==> config.mk <==
export PLATFORM = sky130hd
export DESIGN_NAME = ctrl_pipe
export DESIGN_NICKNAME = d
export VERILOG_FILES = /design/src/rtl/mips_ctrl_pkg.sv /design/src/rtl/ctrl_stage_reg.sv /design/src/rtl/ctrl_pipe.sv
export SDC_FILE = /design/constraint.sdc
export NUM_CORES = 1
export LEC_CHECK = 0
export CORE_ASPECT_RATIO = 0.5
export CORE_MARGIN = 8
export CORE_UTILIZATION = 45
export DETAILED_ROUTE_END_ITERATION = 16
export DONT_BUFFER_PORTS = 1
export HOLD_SLACK_MARGIN = 0.08
export PLACE_DENSITY = 0.72
export SLEW_MARGIN = 10
export SYNTH_ARGS = -nofsm -noshare
export SYNTH_HDL_FRONTEND = slang
export SYNTH_SLANG_ARGS = --single-unit
==> constraint.sdc <==
create_clock -name clk -period 1.8 [get_ports clk]
set_input_delay 0.36 -clock clk [delete_from_list [all_inputs] [get_ports clk]]
set_output_delay 0.36 -clock clk [all_outputs]
set_load 0.005 [all_outputs]
==> src/rtl/mips_ctrl_pkg.sv <==
`default_nettype none
// ============================================================================
// Module      : mips_ctrl_pkg
// Description : Shared definitions for the five-stage MIPS control path.
//               Holds the bundle widths, bit positions inside each bundle,
//               bubble constants, the stage-register layouts and the opcode
//               values shared with the decode-stage control unit.
// Revision    : 1.0 - initial release
// ============================================================================
package mips_ctrl_pkg;

    // ---------------------------------------------------------------- widths
    localparam int WB_W  = 2;   // {RegWrite, MemtoReg}
    localparam int M_W   = 3;   // {Branch, MemRead, MemWrite}
    localparam int EX_W  = 4;   // {RegDst, ALUOp[1:0], ALUSrc}
    localparam int REG_W = 5;   // register number

    // ---------------------------------------------------------- bit positions
    localparam int WB_REGWRITE = 1;
    localparam int WB_MEMTOREG = 0;
    localparam int M_BRANCH    = 2;
    localparam int M_MEMREAD   = 1;
    localparam int M_MEMWRITE  = 0;
    localparam int EX_REGDST   = 3;
    localparam int EX_ALUSRC   = 0;

    // ------------------------------------------------------- bubble constants
    localparam logic [WB_W-1:0]  WB_BUBBLE  = '0;
    localparam logic [M_W-1:0]   M_BUBBLE   = '0;
    localparam logic [EX_W-1:0]  EX_BUBBLE  = '0;
    localparam logic [REG_W-1:0] REG_ZERO   = '0;

    // ----------------------------------------- opcodes (decode control unit)
    localparam logic [5:0] OP_RTYPE = 6'h00;
    localparam logic [5:0] OP_J     = 6'h02;
    localparam logic [5:0] OP_BEQ   = 6'h04;
    localparam logic [5:0] OP_ADDI  = 6'h08;
    localparam logic [5:0] OP_LW    = 6'h23;
    localparam logic [5:0] OP_SW    = 6'h2B;

    // ------------------------------------------------- stage register layouts
    typedef struct packed {
        logic [WB_W-1:0]  wb;
        logic [M_W-1:0]   m;
        logic [EX_W-1:0]  ex;
        logic [REG_W-1:0] rs;
        logic [REG_W-1:0] rt;
        logic [REG_W-1:0] rd;
        logic             valid;
    } idex_t;

    typedef struct packed {
        logic [WB_W-1:0]  wb;
        logic [M_W-1:0]   m;
        logic [REG_W-1:0] dest;
        logic             valid;
    } exmem_t;

    typedef struct packed {
        logic [WB_W-1:0]  wb;
        logic [REG_W-1:0] dest;
        logic             valid;
    } memwb_t;

    localparam int IDEX_W  = $bits(idex_t);
    localparam int EXMEM_W = $bits(exmem_t);
    localparam int MEMWB_W = $bits(memwb_t);

    // ------------------------------------------------------------- sanitising
    // MemtoReg is meaningless without RegWrite; clear it so downstream
    // stages never see a don't-care bit.
    function automatic logic [WB_W-1:0] sanitize_wb(input logic [WB_W-1:0] wb);
        logic [WB_W-1:0] r;
        r              = wb;
        r[WB_MEMTOREG] = wb[WB_REGWRITE] & wb[WB_MEMTOREG];
        return r;
    endfunction

    // RegDst only selects a write destination; without RegWrite it is cleared.
    function automatic logic [EX_W-1:0] sanitize_ex(input logic [EX_W-1:0] ex,
                                                    input logic            regwrite);
        logic [EX_W-1:0] r;
        r            = ex;
        r[EX_REGDST] = regwrite & ex[EX_REGDST];
        return r;
    endfunction

endpackage : mips_ctrl_pkg
`default_nettype wire

==> src/rtl/ctrl_stage_reg.sv <==
`default_nettype none
// ============================================================================
// Module      : ctrl_stage_reg
// Description : Generic pipeline stage register. Priority is
//               rst > bubble > load; both rst and bubble clear the register
//               to all zeros, which is the bubble encoding of every stage.
// Revision    : 1.0 - initial release
//
// Ports
//   clk       in  1      rising-edge clock
//   rst       in  1      synchronous active-high reset
//   bubble_i  in  1      replace contents with a bubble this edge
//   load_i    in  1      capture d_i this edge
//   d_i       in  WIDTH  next stage contents
//   q_o       out WIDTH  current stage contents
// ============================================================================
module ctrl_stage_reg
    import mips_ctrl_pkg::*;
#(
    parameter int WIDTH = 8
) (
    input  logic             clk,
    input  logic             rst,
    input  logic             bubble_i,
    input  logic             load_i,
    input  logic [WIDTH-1:0] d_i,
    output logic [WIDTH-1:0] q_o
);

    logic [WIDTH-1:0] stage_q;
    logic [WIDTH-1:0] stage_d;

    always_comb begin
        stage_d = stage_q;
        if (bubble_i) begin
            stage_d = '0;
        end else if (load_i) begin
            stage_d = d_i;
        end
    end

    always_ff @(posedge clk) begin
        if (rst) begin
            stage_q <= '0;
        end else begin
            stage_q <= stage_d;
        end
    end

    assign q_o = stage_q;

endmodule : ctrl_stage_reg
`default_nettype wire

==> src/rtl/ctrl_pipe.sv <==
`default_nettype none
// ============================================================================
// Module      : ctrl_pipe
// Description : Control-bundle carrier for the five-stage MIPS core. Moves the
//               WB/M/EX bundles from decode through ID/EX, EX/MEM and MEM/WB,
//               inserts a single bubble on a load-use hazard and squashes the
//               two younger stages on a taken branch.
// Revision    : 1.0 - initial release
// Config      : CTRL_HAZARD_DETECT_EN - when defined, load-use detection and
//               bubble insertion are built; when undefined, stall is tied low
//               and ID/EX always captures the ID bundle.
//
// Ports
//   clk, rst              clock, synchronous active-high reset
//   id_valid              ID stage holds a real instruction
//   id_wb/id_m/id_ex      decode control bundles
//   id_rs/id_rt/id_rd     register fields of the ID instruction
//   flush                 branch taken (resolved in MEM)
//   stall                 hold PC and IF/ID this cycle
//   ex_ctrl/ex_dest       EX bundle and destination of ID/EX
//   mem_ctrl/mem_dest     M bundle and destination of EX/MEM
//   wb_ctrl/wb_dest       WB bundle and destination of MEM/WB
//   ex/mem/wb_valid       stage holds a real instruction
// ============================================================================
module ctrl_pipe
    import mips_ctrl_pkg::*;
(
    input  logic             clk,
    input  logic             rst,
    input  logic             id_valid,
    input  logic [WB_W-1:0]  id_wb,
    input  logic [M_W-1:0]   id_m,
    input  logic [EX_W-1:0]  id_ex,
    input  logic [REG_W-1:0] id_rs,
    input  logic [REG_W-1:0] id_rt,
    input  logic [REG_W-1:0] id_rd,
    input  logic             flush,
    output logic             stall,
    output logic [EX_W-1:0]  ex_ctrl,
    output logic [REG_W-1:0] ex_dest,
    output logic [M_W-1:0]   mem_ctrl,
    output logic [REG_W-1:0] mem_dest,
    output logic [WB_W-1:0]  wb_ctrl,
    output logic [REG_W-1:0] wb_dest,
    output logic             ex_valid,
    output logic             mem_valid,
    output logic             wb_valid
);

    idex_t  idex_d;
    idex_t  idex_q;
    exmem_t exmem_d;
    exmem_t exmem_q;
    memwb_t memwb_d;
    memwb_t memwb_q;

    logic   w_load_use;
    logic   w_idex_bubble;
    logic   w_exmem_bubble;

    // ------------------------------------------------------------------------
    // ID capture: an invalid slot becomes a bubble, don't-care bits cleared.
    // ------------------------------------------------------------------------
    always_comb begin
        idex_d = '0;
        if (id_valid) begin
            idex_d.wb    = sanitize_wb(id_wb);
            idex_d.m     = id_m;
            idex_d.ex    = sanitize_ex(id_ex, id_wb[WB_REGWRITE]);
            idex_d.rs    = id_rs;
            idex_d.rt    = id_rt;
            idex_d.rd    = id_rd;
            idex_d.valid = 1'b1;
        end
    end

    // ------------------------------------------------------------------------
    // Load-use detection: the load sitting in ID/EX writes rt; a consumer in
    // ID reading that register must wait one cycle. $zero never hazards.
    // ------------------------------------------------------------------------
`ifdef CTRL_HAZARD_DETECT_EN
    always_comb begin
        w_load_use = id_valid
                   && idex_q.m[M_MEMREAD]
                   && (idex_q.rt != REG_ZERO)
                   && ((idex_q.rt == id_rs) || (idex_q.rt == id_rt));
    end
`else
    assign w_load_use = 1'b0;
`endif

    // A taken branch discards the ID instruction anyway, so stalling it would
    // only hold a squashed instruction; reset forces every output low.
    assign stall = w_load_use & ~flush & ~rst;

    assign w_idex_bubble  = stall | flush;
    assign w_exmem_bubble = flush;

    // ------------------------------------------------------------------------
    // Forward paths between stage registers
    // ------------------------------------------------------------------------
    assign ex_dest = idex_q.ex[EX_REGDST] ? idex_q.rd : idex_q.rt;

    always_comb begin
        exmem_d       = '0;
        exmem_d.wb    = idex_q.wb;
        exmem_d.m     = idex_q.m;
        exmem_d.dest  = ex_dest;
        exmem_d.valid = idex_q.valid;
    end

    always_comb begin
        memwb_d       = '0;
        memwb_d.wb    = exmem_q.wb;
        memwb_d.dest  = exmem_q.dest;
        memwb_d.valid = exmem_q.valid;
    end

    // ------------------------------------------------------------------------
    // Stage registers
    // ------------------------------------------------------------------------
    ctrl_stage_reg #(
        .WIDTH (IDEX_W)
    ) u_idex (
        .clk      (clk),
        .rst      (rst),
        .bubble_i (w_idex_bubble),
        .load_i   (1'b1),
        .d_i      (idex_d),
        .q_o      (idex_q)
    );

    ctrl_stage_reg #(
        .WIDTH (EXMEM_W)
    ) u_exmem (
        .clk      (clk),
        .rst      (rst),
        .bubble_i (w_exmem_bubble),
        .load_i   (1'b1),
        .d_i      (exmem_d),
        .q_o      (exmem_q)
    );

    // MEM/WB always advances: on a flush it captures the branch itself.
    ctrl_stage_reg #(
        .WIDTH (MEMWB_W)
    ) u_memwb (
        .clk      (clk),
        .rst      (rst),
        .bubble_i (1'b0),
        .load_i   (1'b1),
        .d_i      (memwb_d),
        .q_o      (memwb_q)
    );

    // rs travels with the instruction for the forwarding unit outside this
    // block; nothing here consumes it.
    logic w_unused_ok;
    assign w_unused_ok = ^idex_q.rs;

    // ------------------------------------------------------------------------
    // Outputs
    // ------------------------------------------------------------------------
    assign ex_ctrl   = idex_q.ex;
    assign ex_valid  = idex_q.valid;
    assign mem_ctrl  = exmem_q.m;
    assign mem_dest  = exmem_q.dest;
    assign mem_valid = exmem_q.valid;
    assign wb_ctrl   = memwb_q.wb;
    assign wb_dest   = memwb_q.dest;
    assign wb_valid  = memwb_q.valid;

endmodule : ctrl_pipe
`default_nettype wire

## Yosys cells after proc, flatten, opt, wreduce, memory -nomap -nowiden

Cells that the tools add are included.

- Register bits after elaboration: 44
- Input bits: 28
- Output and inout port bits: 28
- Word-level logic and storage cells: 11

- Muxes and demuxes: 2
- Bitwise operators: 3
- Reduce and logical (&&, ||, !) cells: 2

Operators with widths:

| operator | count |
|---|---|
| 5-bit 2-to-1 mux | 1 |
| 3-bit OR reduction | 1 |
| 1-bit AND | 2 |
| 2-bit OR reduction | 1 |
| 1-bit 2-to-1 mux | 1 |
| 1-bit NOT | 1 |

## Depth between registers and ports, before layout

- Word-level depth: 2
- Depth in mapped cells: 3
- Mapped depth without buffers: 2

## Modules after synthesis

From an unflattened synthesis, not the netlist that was laid out.

- Cell total of the unflattened synthesis: 179
- Area total of the unflattened synthesis: 1841.8 um2

Modules (own cells, without submodules):

| module | times used | cells an instance | area an instance (um2) | seq. area each (um2) |
|---|---|---|---|---|
| ctrl_stage_reg (u_idex) | 1 | 82 | 914.6 | 500.5 |
| ctrl_stage_reg (u_exmem) | 1 | 36 | 400.4 | 220.2 |
| ctrl_stage_reg (u_memwb) | 1 | 27 | 295.3 | 160.2 |
| ctrl_pipe | 1 | 34 | 231.5 | 0.0 |

## Worst setup path after synthesis

No wires, ideal clock.

- Path type: reg2out
- Start point: register u_idex.stage_q[19], in the netlist u_idex.q_o[19]
- End point: output ex_dest[0]
- Arrival: 0.762 ns
- Data required time: 1.440 ns
- Path slack: 0.678 ns
- Cell stages (with the launch flop): 2
- Path buffers: 0
- Cells stage by stage: dfxtp_1 mux2_2

- Word-level cells in the longest chain between the ends: 1

Ends and longest elaborated chain:

| item | line | RTL |
|---|---|---|
| from (decl) | ctrl_stage_reg.sv:30 | `logic [WIDTH-1:0] stage_q;` |
| from (signal assigned) | ctrl_stage_reg.sv:46 | `stage_q <= stage_d;` |
| 5-bit 2-to-1 mux | ctrl_pipe.sv:102 | `assign ex_dest = idex_q.ex[EX_REGDST] ? idex_q.rd : idex_q.rt;` |
| to (decl) | ctrl_pipe.sv:40 | `output logic [REG_W-1:0] ex_dest,` |

No other way between the ends.

## Final worst setup path

- Start point: register u_idex.stage_q[19], in the netlist u_idex.q_o[19]
- End point: output ex_dest[4]

The elaborated chain is that of the path after synthesis.

==> out/metrics.cfg <==
[status]
outcome = complete, no violations

[worst_setup_path]
reg2reg_depth = 2
critPathBufInv = 0
endpoint_kind = output port
start_kind = flop
crit_arrival_ns = 1.21
cp.required_ns = 1.44
crit_family = flip-flops
cpMaxStageDelayCell = dfxtp_1
r2r-end = u_exmem.q_o[4]
worstSetupStartpoint = u_idex.q_o[19]
crit_chain = mux2_2
worstSetupEndpoint = ex_dest[4]
path_depth = 1
crit_type = flop to output port
max_stage_delay_ns = 0.52
timing.rr.start = u_idex.q_o[19]
r2r_slack_ns = 0.61
crit_fanout = 6

[sta]
finalCriticalPeriod_ns = 1.57
finalHoldViolCount = 0
setup_tns_ns = 0
slew_violations = 0
finalClockSkew_ns = 0.00146
fin_hold_ws_ns = 0.207
timing.final.crit_share = 0.874
setup_violations = 0
rsz0062_at_grt = no
tightest_slew_ns = 0.653
max_slew_margin = 0.563
max_freq_ghz = 0.636

[routing]
initialDrtViolationCount = 20
remaining_drc_errors = 0
met1_length_um = 720
post_drt_wl_per_cell_um = 15.4
viasPerCell = 4.42
top_layer_used = met4
wl_um = 1980
wl_met2_um = 966
dr_wl_met3_um = 233
via_count = 566
drt-pass1-iter-count = 2
ant_nets = 0

[die]
core_area_um2 = 2620
die_y_um = 53.4
die-area_um2 = 4840
io_pins = 56
die_w_um = 90.8
initial_utilization = 0.480
rows = 13

[pwr]
p_sw_uw = 275
p_per_area_nw_per_um2 = 1130
p_clk_frac = 0.360
ir_worst_vdd_mv = 0.372
pwr-share-seq = 0.620
p_int_uw = 1150
swShare = 0.193
p_comb_frac = 0.020
power_leakage_uw = 0.000543

[layout]
fin_area_um2 = 1260
utilization = 0.483
area_growth_pct = 0.497
drive_gt1_frac = 0.396
nNetsFinal = 120
diodes = 0

[logic_synthesis]
yosysUniqueCellTypes = 14
syn_area_um2 = 1260
synth-seq-cells = 39
avgSynthCellArea_um2 = 12.6
synthCells = 100
synth_fp_nets = 128
yosysWarningCount = 0
yosysSeqAreaShare = 0.621

[placed_design]
placed_cell_area_um2 = 1190
port_buffers = 0
gpl.final_weighted_congestion = 0.659

[min_path]
hold_path.class = primary input to flop

[clock_tree]
cts_tree = built
htreeDepth = 2
clkTransAtPathRegs_ns = 0.06
numCtsBuffers = 5
ctsResizeCount = 0
clock-sinks = 39
postCtsSetupBuffers = 0
clock_tree.buffer_depth = 2
clk_latency_ns = 0.28
clk_root_buffer_cell = clkbuf_8
hold_buffers = 0

[grt]
antenna_found_initial = 0
grt_pass1_vias = 592
grt_max_degree = 19
gr-usage-all-layers = 0.0864
overflow = 0
grt_pass1_wl_um = 2970

[run]
maxCapViolCount = 0

## area by class of cell
class	count	area, µm²
multi-input cells	46	364
fillers	240	1360
flip-flops and latches	39	781
well taps	37	46.3
clock buffers	6	72.6
## metrics by stage
step                cells  power [µW]  setup slack, ns
floorplan             100         935            0.678
global placement      122         933            0.483
detailed placement    122         934            0.500
CTS                   128        1450            0.190
global route          128        1500            0.123
finish                128        1430            0.228
## Yosys cell counts
library cell,count,area share
dfxtp_1,39,0.62
and2_2,16,0.096
buf_4,13,0.078
and2_1,11,0.055
and2b_2,8,0.056
mux2_2,5,0.045
and3_1,1,0.0050
and3_2,1,0.0060
and4_1,1,0.0070
buf_6,1,0.0090
clkbuf_1,1,0.0030
conb_1,1,0.0030
nor2_1,1,0.0030
nor3b_4,1,0.015
## kinds of logic after synthesis
logic type | count (synthesis) | share of synthesized area
AND/OR/NAND/NOR | 40 | 0.242
multiplexers | 5 | 0.0448
buffers and inverters | 15 | 0.0895
other | 1 | 0.00298
flip-flops | 39 | 0.621
## worst min path at each step
| stage | slack, ns | from | to | cells past startpoint |
|---|---|---|---|---|
| 6_report | 0.21 | flush | u_idex.q_o[0] | 1 |
| 5_1_grt | 0.19 | id_ex[1] | u_idex.q_o[17] | 1 |
| 4_1_cts | 0.20 | id_rd[3] | u_idex.q_o[4] | 1 |
| 2_1_floorplan | 0.41 | u_idex.q_o[24] | u_exmem.q_o[10] | 1 |
| 3_5_place_dp | 0.41 | u_idex.q_o[23] | u_exmem.q_o[9] | 1 |
| 3_3_place_gp | 0.41 | u_idex.q_o[23] | u_exmem.q_o[9] | 1 |
## registers in the layout, summed over array words and instances (netlist names)
name         count
u_idex.q_o      20
u_exmem.q_o     11
u_memwb.q_o      8
## layer usage
metal  vias up  GRT usage
met4         0     0.0654
met5         -          0
met2        28      0.136
met3         7     0.0746
met1       254     0.0729
li1        277          -
## power groups by stage
stage	logic, µW	registers [µW]	clock network (µW)
CTS	29.4	885	535
global placement	28.9	904	0
detailed placement	29.4	905	0
global route	32.4	886	579
finish	28.6	885	514
floorplan	33.9	901	0
## worst register-to-register path: stages, from the launching register on
cell and delay [ns]:
dfxtp_1 0.52, mux2_2 0.41, and2_1 0.16
## placed cells by master, fill, tap and decap left out
master	instances
and2_1	11
and2_2	16
and2b_2	8
and3_1	1
and3_2	1
and4_1	1
clkbuf_1	1
clkbuf_8	5
conb_1	1
dfxtp_1	39
mux2_2	5
nor2_1	1
nor3b_4	1
(Power assumes the default switching activity.)
